File: config.mk
export PLATFORM = sky130hd
export DESIGN_NAME = motoro3_step_sequencer_flat
export DESIGN_NICKNAME = d
export VERILOG_FILES = /design/src/rtl/motoro3_step_sequencer_if.sv /design/src/rtl/motoro3_step_sequencer.sv /design/src/flat_wrapper.sv
export SDC_FILE = /design/constraint.sdc
export NUM_CORES = 1
export LEC_CHECK = 0
export CAP_MARGIN = 20
export CORE_MARGIN = 3
export CORE_UTILIZATION = 35
export CTS_BUF_LIST = sky130_fd_sc_hd__clkbuf_16
export CTS_CLUSTER_SIZE = 8
export DETAILED_ROUTE_END_ITERATION = 8
export MAX_ROUTING_LAYER = met4
export PLACE_DENSITY = 0.66
export SYNTH_ARGS = -nofsm -noshare
export SYNTH_HDL_FRONTEND = slang
export SYNTH_SLANG_ARGS = --single-unit
File: constraint.sdc
create_clock -name clk -period 11.6 [get_ports clk]
set_input_delay 3.48 -clock clk [delete_from_list [all_inputs] [get_ports clk]]
set_output_delay 3.48 -clock clk [all_outputs]
set_load 0.1 [all_outputs]
File: src/rtl/motoro3_step_sequencer_if.sv
// Configuration and status bundle between a motoro3 channel controller and its step sequencer.
// M3SEQ_REVERSE_EN adds the m3r_dirReverse direction select.
interface motoro3_step_sequencer_if;
  logic        m3start;
  logic        m3fault;
  logic [24:0] m3r_stepCNT_speedSET;
  logic [1:0]  m3r_stepSplitMax;
`ifdef M3SEQ_REVERSE_EN
  logic        m3r_dirReverse;
`endif
  logic [24:0] m3cnt;
  logic        m3cntFirst1;
  logic        m3cntFirst2;
  logic        m3cntLast1;
  logic        m3cntLast2;
  logic [3:0]  lgStep;
  logic [1:0]  m3LpwmSplitStep;
  logic        pwmActive1;
  logic        pwmLastStep1;
  logic        m3busy;

  modport master (
`ifdef M3SEQ_REVERSE_EN
    output m3r_dirReverse,
`endif
    output m3start, m3fault, m3r_stepCNT_speedSET, m3r_stepSplitMax,
    input  m3cnt, m3cntFirst1, m3cntFirst2, m3cntLast1, m3cntLast2,
    input  lgStep, m3LpwmSplitStep, pwmActive1, pwmLastStep1, m3busy
  );

  modport slave (
`ifdef M3SEQ_REVERSE_EN
    input  m3r_dirReverse,
`endif
    input  m3start, m3fault, m3r_stepCNT_speedSET, m3r_stepSplitMax,
    output m3cnt, m3cntFirst1, m3cntFirst2, m3cntLast1, m3cntLast2,
    output lgStep, m3LpwmSplitStep, pwmActive1, pwmLastStep1, m3busy
  );
endinterface

File: src/rtl/motoro3_step_sequencer.sv
// Period counter, split sub-step and 6-step commutation sequencer for one motoro3 channel.
// M3SEQ_REVERSE_EN adds a latched direction input that makes lgStep count down.
module motoro3_step_sequencer #(
  parameter int unsigned STEP_NUM  = 6,
  parameter logic [3:0]  IDLE_STEP = 4'hF,
  parameter logic [24:0] CNT_MIN   = 25'd4
) (
  input logic clk,
  input logic rst,
  motoro3_step_sequencer_if.slave seq
);
  typedef enum logic [1:0] {
    S_IDLE     = 2'd0,
    S_RUN      = 2'd1,
    S_STOPPING = 2'd2,
    S_FAULT    = 2'd3
  } state_e;

  localparam logic [3:0] LAST_STEP = 4'(STEP_NUM - 1);

  state_e      state_q, state_d;
  logic [24:0] cnt_q, cnt_d;
  logic [24:0] period_q, period_d;
  logic [1:0]  split_q, split_d;
  logic [1:0]  split_max_q, split_max_d;
  logic [3:0]  step_q, step_d;
  logic        first1_q, first1_d;
  logic        first2_q, first2_d;
  logic        last1_q, last1_d;
  logic        last2_q, last2_d;
  logic        active_q, active_d;
  logic        last_step_q, last_step_d;
  logic        busy_q, busy_d;
  logic        dir_rev_q, dir_rev_d;
  logic        dir_rev_in;

  logic [24:0] period_in;
  logic        wrap;
  logic        advance;
  logic [3:0]  step_next;

`ifdef M3SEQ_REVERSE_EN
  assign dir_rev_in = seq.m3r_dirReverse;
`else
  assign dir_rev_in = 1'b0;
`endif

  assign period_in = (seq.m3r_stepCNT_speedSET < CNT_MIN) ? CNT_MIN : seq.m3r_stepCNT_speedSET;
  assign wrap      = (cnt_q == period_q - 25'd1);
  assign advance   = wrap && (split_q == split_max_q);

  // Direction used for an advance is the one latched with the period now ending.
  always_comb begin
    step_next = step_q + 4'd1;
    if (dir_rev_q) begin
      step_next = (step_q == 4'd0) ? LAST_STEP : step_q - 4'd1;
    end else if (step_q == LAST_STEP) begin
      step_next = 4'd0;
    end
  end

  always_comb begin
    state_d     = state_q;
    cnt_d       = cnt_q;
    period_d    = period_q;
    split_d     = split_q;
    split_max_d = split_max_q;
    step_d      = step_q;
    dir_rev_d   = dir_rev_q;

    case (state_q)
      S_IDLE: begin
        cnt_d   = '0;
        split_d = '0;
        step_d  = IDLE_STEP;
        if (seq.m3start) begin
          state_d     = S_RUN;
          period_d    = period_in;
          split_max_d = seq.m3r_stepSplitMax;
          dir_rev_d   = dir_rev_in;
          step_d      = 4'd0;
        end
      end
      S_RUN, S_STOPPING: begin
        cnt_d = wrap ? '0 : cnt_q + 25'd1;
        if (wrap) begin
          period_d    = period_in;
          split_max_d = seq.m3r_stepSplitMax;
          dir_rev_d   = dir_rev_in;
          if (advance) begin
            split_d = '0;
            step_d  = step_next;
          end else begin
            split_d = split_q + 2'd1;
          end
        end
        // A graceful stop ends on the wrap that would start a new step.
        if (seq.m3start) begin
          state_d = S_RUN;
        end else if (state_q == S_STOPPING && advance) begin
          state_d = S_IDLE;
          cnt_d   = '0;
          split_d = '0;
          step_d  = IDLE_STEP;
        end else begin
          state_d = S_STOPPING;
        end
      end
      S_FAULT: begin
        cnt_d   = '0;
        split_d = '0;
        step_d  = IDLE_STEP;
        if (!seq.m3start) begin
          state_d = S_IDLE;
        end
      end
      default: begin
        state_d = S_IDLE;
      end
    endcase

    if (seq.m3fault) begin
      state_d = S_FAULT;
      cnt_d   = '0;
      split_d = '0;
      step_d  = IDLE_STEP;
    end
  end

  always_comb begin
    active_d    = (state_d == S_RUN) || (state_d == S_STOPPING);
    busy_d      = (state_d != S_IDLE);
    first1_d    = active_d && (cnt_d == 25'd0);
    first2_d    = active_d && (cnt_d == 25'd1);
    last1_d     = active_d && (cnt_d == period_d - 25'd1);
    last2_d     = active_d && (cnt_d == period_d - 25'd2);
    last_step_d = active_d && (split_d == split_max_d);
  end

  always_ff @(posedge clk or posedge rst) begin
    if (rst) begin
      state_q     <= S_IDLE;
      cnt_q       <= '0;
      period_q    <= CNT_MIN;
      split_q     <= '0;
      split_max_q <= '0;
      step_q      <= IDLE_STEP;
      dir_rev_q   <= 1'b0;
      first1_q    <= 1'b0;
      first2_q    <= 1'b0;
      last1_q     <= 1'b0;
      last2_q     <= 1'b0;
      active_q    <= 1'b0;
      last_step_q <= 1'b0;
      busy_q      <= 1'b0;
    end else begin
      state_q     <= state_d;
      cnt_q       <= cnt_d;
      period_q    <= period_d;
      split_q     <= split_d;
      split_max_q <= split_max_d;
      step_q      <= step_d;
      dir_rev_q   <= dir_rev_d;
      first1_q    <= first1_d;
      first2_q    <= first2_d;
      last1_q     <= last1_d;
      last2_q     <= last2_d;
      active_q    <= active_d;
      last_step_q <= last_step_d;
      busy_q      <= busy_d;
    end
  end

  assign seq.m3cnt           = cnt_q;
  assign seq.m3cntFirst1     = first1_q;
  assign seq.m3cntFirst2     = first2_q;
  assign seq.m3cntLast1      = last1_q;
  assign seq.m3cntLast2      = last2_q;
  assign seq.lgStep          = step_q;
  assign seq.m3LpwmSplitStep = split_q;
  assign seq.pwmActive1      = active_q;
  assign seq.pwmLastStep1    = last_step_q;
  assign seq.m3busy          = busy_q;
endmodule

File: src/flat_wrapper.sv
// flat-port wrapper written by rule: the top's interface ports become plain ports
module motoro3_step_sequencer_flat 
#(
  parameter int unsigned STEP_NUM  = 6,
  parameter logic [3:0]  IDLE_STEP = 4'hF,
  parameter logic [24:0] CNT_MIN   = 25'd4
)
  (clk, rst, seq_m3start, seq_m3fault, seq_m3r_stepCNT_speedSET, seq_m3r_stepSplitMax, seq_m3cnt, seq_m3cntFirst1, seq_m3cntFirst2, seq_m3cntLast1, seq_m3cntLast2, seq_lgStep, seq_m3LpwmSplitStep, seq_pwmActive1, seq_pwmLastStep1, seq_m3busy);
  motoro3_step_sequencer_if seq_i ();
  input logic clk;
  input logic rst;
  input wire logic [$bits(seq_i.m3start)-1:0] seq_m3start;
  input wire logic [$bits(seq_i.m3fault)-1:0] seq_m3fault;
  input wire logic [$bits(seq_i.m3r_stepCNT_speedSET)-1:0] seq_m3r_stepCNT_speedSET;
  input wire logic [$bits(seq_i.m3r_stepSplitMax)-1:0] seq_m3r_stepSplitMax;
  output wire logic [$bits(seq_i.m3cnt)-1:0] seq_m3cnt;
  output wire logic [$bits(seq_i.m3cntFirst1)-1:0] seq_m3cntFirst1;
  output wire logic [$bits(seq_i.m3cntFirst2)-1:0] seq_m3cntFirst2;
  output wire logic [$bits(seq_i.m3cntLast1)-1:0] seq_m3cntLast1;
  output wire logic [$bits(seq_i.m3cntLast2)-1:0] seq_m3cntLast2;
  output wire logic [$bits(seq_i.lgStep)-1:0] seq_lgStep;
  output wire logic [$bits(seq_i.m3LpwmSplitStep)-1:0] seq_m3LpwmSplitStep;
  output wire logic [$bits(seq_i.pwmActive1)-1:0] seq_pwmActive1;
  output wire logic [$bits(seq_i.pwmLastStep1)-1:0] seq_pwmLastStep1;
  output wire logic [$bits(seq_i.m3busy)-1:0] seq_m3busy;
  assign seq_i.m3start = seq_m3start;
  assign seq_i.m3fault = seq_m3fault;
  assign seq_i.m3r_stepCNT_speedSET = seq_m3r_stepCNT_speedSET;
  assign seq_i.m3r_stepSplitMax = seq_m3r_stepSplitMax;
  assign seq_m3cnt = seq_i.m3cnt;
  assign seq_m3cntFirst1 = seq_i.m3cntFirst1;
  assign seq_m3cntFirst2 = seq_i.m3cntFirst2;
  assign seq_m3cntLast1 = seq_i.m3cntLast1;
  assign seq_m3cntLast2 = seq_i.m3cntLast2;
  assign seq_lgStep = seq_i.lgStep;
  assign seq_m3LpwmSplitStep = seq_i.m3LpwmSplitStep;
  assign seq_pwmActive1 = seq_i.pwmActive1;
  assign seq_pwmLastStep1 = seq_i.pwmLastStep1;
  assign seq_m3busy = seq_i.m3busy;
  motoro3_step_sequencer #(.STEP_NUM(STEP_NUM), .IDLE_STEP(IDLE_STEP), .CNT_MIN(CNT_MIN)) u_core (.clk(clk), .rst(rst), .seq(seq_i));
endmodule
==> impl_results.md <==
* Post-synth EDFFs at 0
* H-tree depth at 3
* DR WL/cell at 22.28 um
* Vias at 6830
* Clock Latency Late Sink at 340 ps
* Ports at 69
* Pins Over Slew Limit at 0
* Slowest stage cell, crit path: clkdlybuf4s50_1
* Hold crit path type: flip-flop to flip-flop
* Antenna cells at 0
* Maximum VDD drop at 0.00008945 V
* Synth warnings at 0
* Top cell by count, worst path: or4_1
* Initial DRC count at 672
* # Max-Cap Violations at 0
* Layout Nets at 909
* Pre-CTS WS at 2498 ps
* Top FF cell, synth: dfrtp_1
* Vias in the first global route at 6427
* Postcts setup bufs at 0
* Fraction of registers with async set or reset after synthesis at 100.0%
* Largest area contributor in the netlist: dfrtp_1
* CP cell instances: clkdlybuf4s50_1 -> nand2b_1 -> nand2_1 -> nor2_1 -> o22ai_1 -> a21oi_1 -> nor2_1 -> inv_1 -> ha_1 -> inv_1 -> or4_1 -> nor4_4 -> o211ai_1 -> mux2_2 -> or4_1 -> or4_1 -> nor4_2
* Num CTS Buffers at 9
* Final wirelength at 24.68 mm
* Slew margin rel. at 34.37%
* Critical hold path startpoint: u_core.split_max_q[1]$_DFF_PP0_
* DR top layer: met4
* Leakage at 3.086 nW
* Post-synthesis sequential area ratio at 25.07%
* DR WL met2 at 10.60 mm
* Synth area leaders: dfrtp_1, xnor2_1, xor2_1, nor2_1, nand2_1
* Die area at 20870 sq um
* Area grow syn2layout at 16.59%
* Post-CTS sizing at 0
* Row cnt at 50
* P_sw at 922.4 uW
* Sw Ratio at 51.76%
* CP Max Fanout at 21
* Clock Skew at 7.572 ps
* Worst-path clk slew at 50 ps
* Pin count of the biggest net entering global routing at 68
* Setup crit start: seq_m3start
* Die Wd at 144.5 um
* Synth Instances at 830
* Worst Tran Pin Value at 981.4 ps
* Fmax achieved at 113.2 MHz
* Critical path arrival at 9080 ps
* CP Launch Type: input pin
* Mapped Area at 6711 sq um
* Outcome: finished, final reports clean
* CORE AREA at 18770 sq um
* Endpoints failing setup at 0
* Met3 WL at 2.511 mm
* Fin worst setup slack at 2768 ps
* Initial core utilization at 35.76%
* Global-route usage over all layers at 24.49%
* RR Startpoint: u_core.period_q[1]$_DFF_PP0_
* Vias/cell at 6.164
* Antenna viol nets, final at 0
* Final setup TNS at 0 ps
* Cell area after layout at 7825 sq um
* Grt ovf at 0
* CP endpoint kind: flip-flop
* Hold-fix buffer count after cts at 0
* Placed instance area at 7542 sq um
* RSZ-0062 raised after global routing: false
* Residual DRC count at 0
* Most common cell after layout, fill and taps aside: nor2_1
* Period utilization at 76.13%
* First-pass DRT Iterations at 5
* Initial antenna violation count at 0
* Distinct cells, synth at 89
* CTS tree: yes
* Syn_nets at 869
* Final hold vios at 0
* Gate power share at 66.4%
* Met1 WL at 10.66 mm
* Clock sink count at 67
* Setup CP Type: input pin to flip-flop
* Peak per-stage delay on the critical path at 1050 ps
* Final period demand of the worst path at 8832 ps
* Synth Register Bits at 67
* Worst Path Required at 11840 ps
* Root buf cell: clkbuf_16
* Pint at 859.8 uW
* Share of power burned in registers at 18.6%
* Share of layout cells above drive strength 1 at 8.696%
* GP Congestion at 1.051
* Most frequent cells in the layout: nor2_1, clkdlybuf4s50_1, dfrtp_1, xnor2_1, nand2_1
* Clock tree buffer depth at 2
* Post-synth top area share at 23.12%
* IO buf count at 68
* HPWL Detailed at 19.19 mm
* Pwr per Cell Area at 227.8 nW/um^2
* Die span in y at 144.5 um
* First-pass GRT wire length at 37.78 mm
* Synthesized area per cell at 8.086 sq um
* Clk network pwr share at 14.9%
* Overall power at 1.782 mW
power groups by stage:
stage	Clock (mW)	Combinational (mW)	Sequential, mW
2_1_floorplan	0	0.819	0.362
3_3_place_gp	0	1.15	0.334
3_5_place_dp	0	1.14	0.334
4_1_cts	0.272	1.15	0.330
5_1_grt	0.280	1.26	0.338
6_report	0.266	1.18	0.332
layout make-up:
cell class / count / area, sq um
tap: 234 / 292.8
inverter: 33 / 126.4
multi-input combinational: 684 / 4705
clock buffer: 9 / 225.2
timing repair buffer: 75 / 735.7
clock inverter: 6 / 57.56
sequential: 67 / 1683
fill: 1918 / 10940
path summary, 6_finish.rpt:
kind	to	slack [ps]	depth (start not counted)
worst min-delay path	u_core.split_max_q[1]$_DFF_PP0_	610	2
min in group asynchronous	u_core.split_max_q[0]$_DFF_PP0_	3730	3
worst max-delay path	u_core.seq.m3cntLast1$_DFF_PP0_	2770	17
worst min register to register	u_core.split_max_q[1]$_DFF_PP0_	610	2
max in group asynchronous	u_core.period_q[21]$_DFF_PP0_	7290	3
worst max register to register	u_core.seq.m3cntLast1$_DFF_PP0_	4790	19
state kept, by name, indices dropped and copies added, names as in the netlist:
register                    flops
u_core.period_q                25
u_core.seq.m3cnt               25
u_core.seq.lgStep               4
u_core.seq.m3LpwmSplitStep      2
u_core.split_max_q              2
u_core.state_q                  2
u_core.seq.m3busy               1
u_core.seq.m3cntFirst1          1
u_core.seq.m3cntFirst2          1
u_core.seq.m3cntLast1           1
u_core.seq.m3cntLast2           1
u_core.seq.pwmActive1           1
u_core.seq.pwmLastStep1         1
per-stage QoR:
stage / hold slack (ps) / util (%) / cells
5_1_grt: 641.6 / 41.69 / 1108
6_report: 610.9 / 41.69 / 1108
3_5_place_dp: 598.0 / 40.19 / 1093
2_1_floorplan: 517.3 / - / 830
3_3_place_gp: 589.6 / 40.13 / 1092
4_1_cts: 610.9 / 41.69 / 1108
synth_stat cells, types with 11 or more instances:
master and number:
nor4_1 19, nand2_1 55, nor3_1 33, inv_1 31, nor2_1 89, o21ai_0 25
and3_1 16, a22oi_1 11, nand3_1 27, nand2b_1 11, clkbuf_1 29, nor2b_1 12
nand4_1 17, xor2_1 48, or2_2 11, mux2i_1 20, dfrtp_1 62, a211oi_1 14
a21oi_1 35, xnor2_1 60
routing by layer:
layer	GRT usage, %	up-vias
met5	-	-
li1	-	3132
met3	5.258	53
met2	34.99	358
met4	9.180	0
met1	33.92	3287
cells by family (layout without fill, tap and decap cells):
kind of cell | after synthesis | in the layout | synth area share, %
compound gates | 185 | 185 | 20.41
xor+xnor | 108 | 108 | 14.09
fa+ha+maj | 8 | 8 | 1.491
buf+inv | 79 | 123 | 4.866
flops | 67 | 67 | 25.07
mux | 30 | 30 | 4.661
simple gates | 353 | 353 | 29.40
worst max-delay path: cells and delay by family:
kind                       cells  cell delay (ps)
AOI/OAI and AO/OA              3              450
adders and majority gates      1              210
buffers and inverters          3             1220
muxes                          1              280
and+or+nand+nor                9             3410
(Power assumes the default switching activity.)
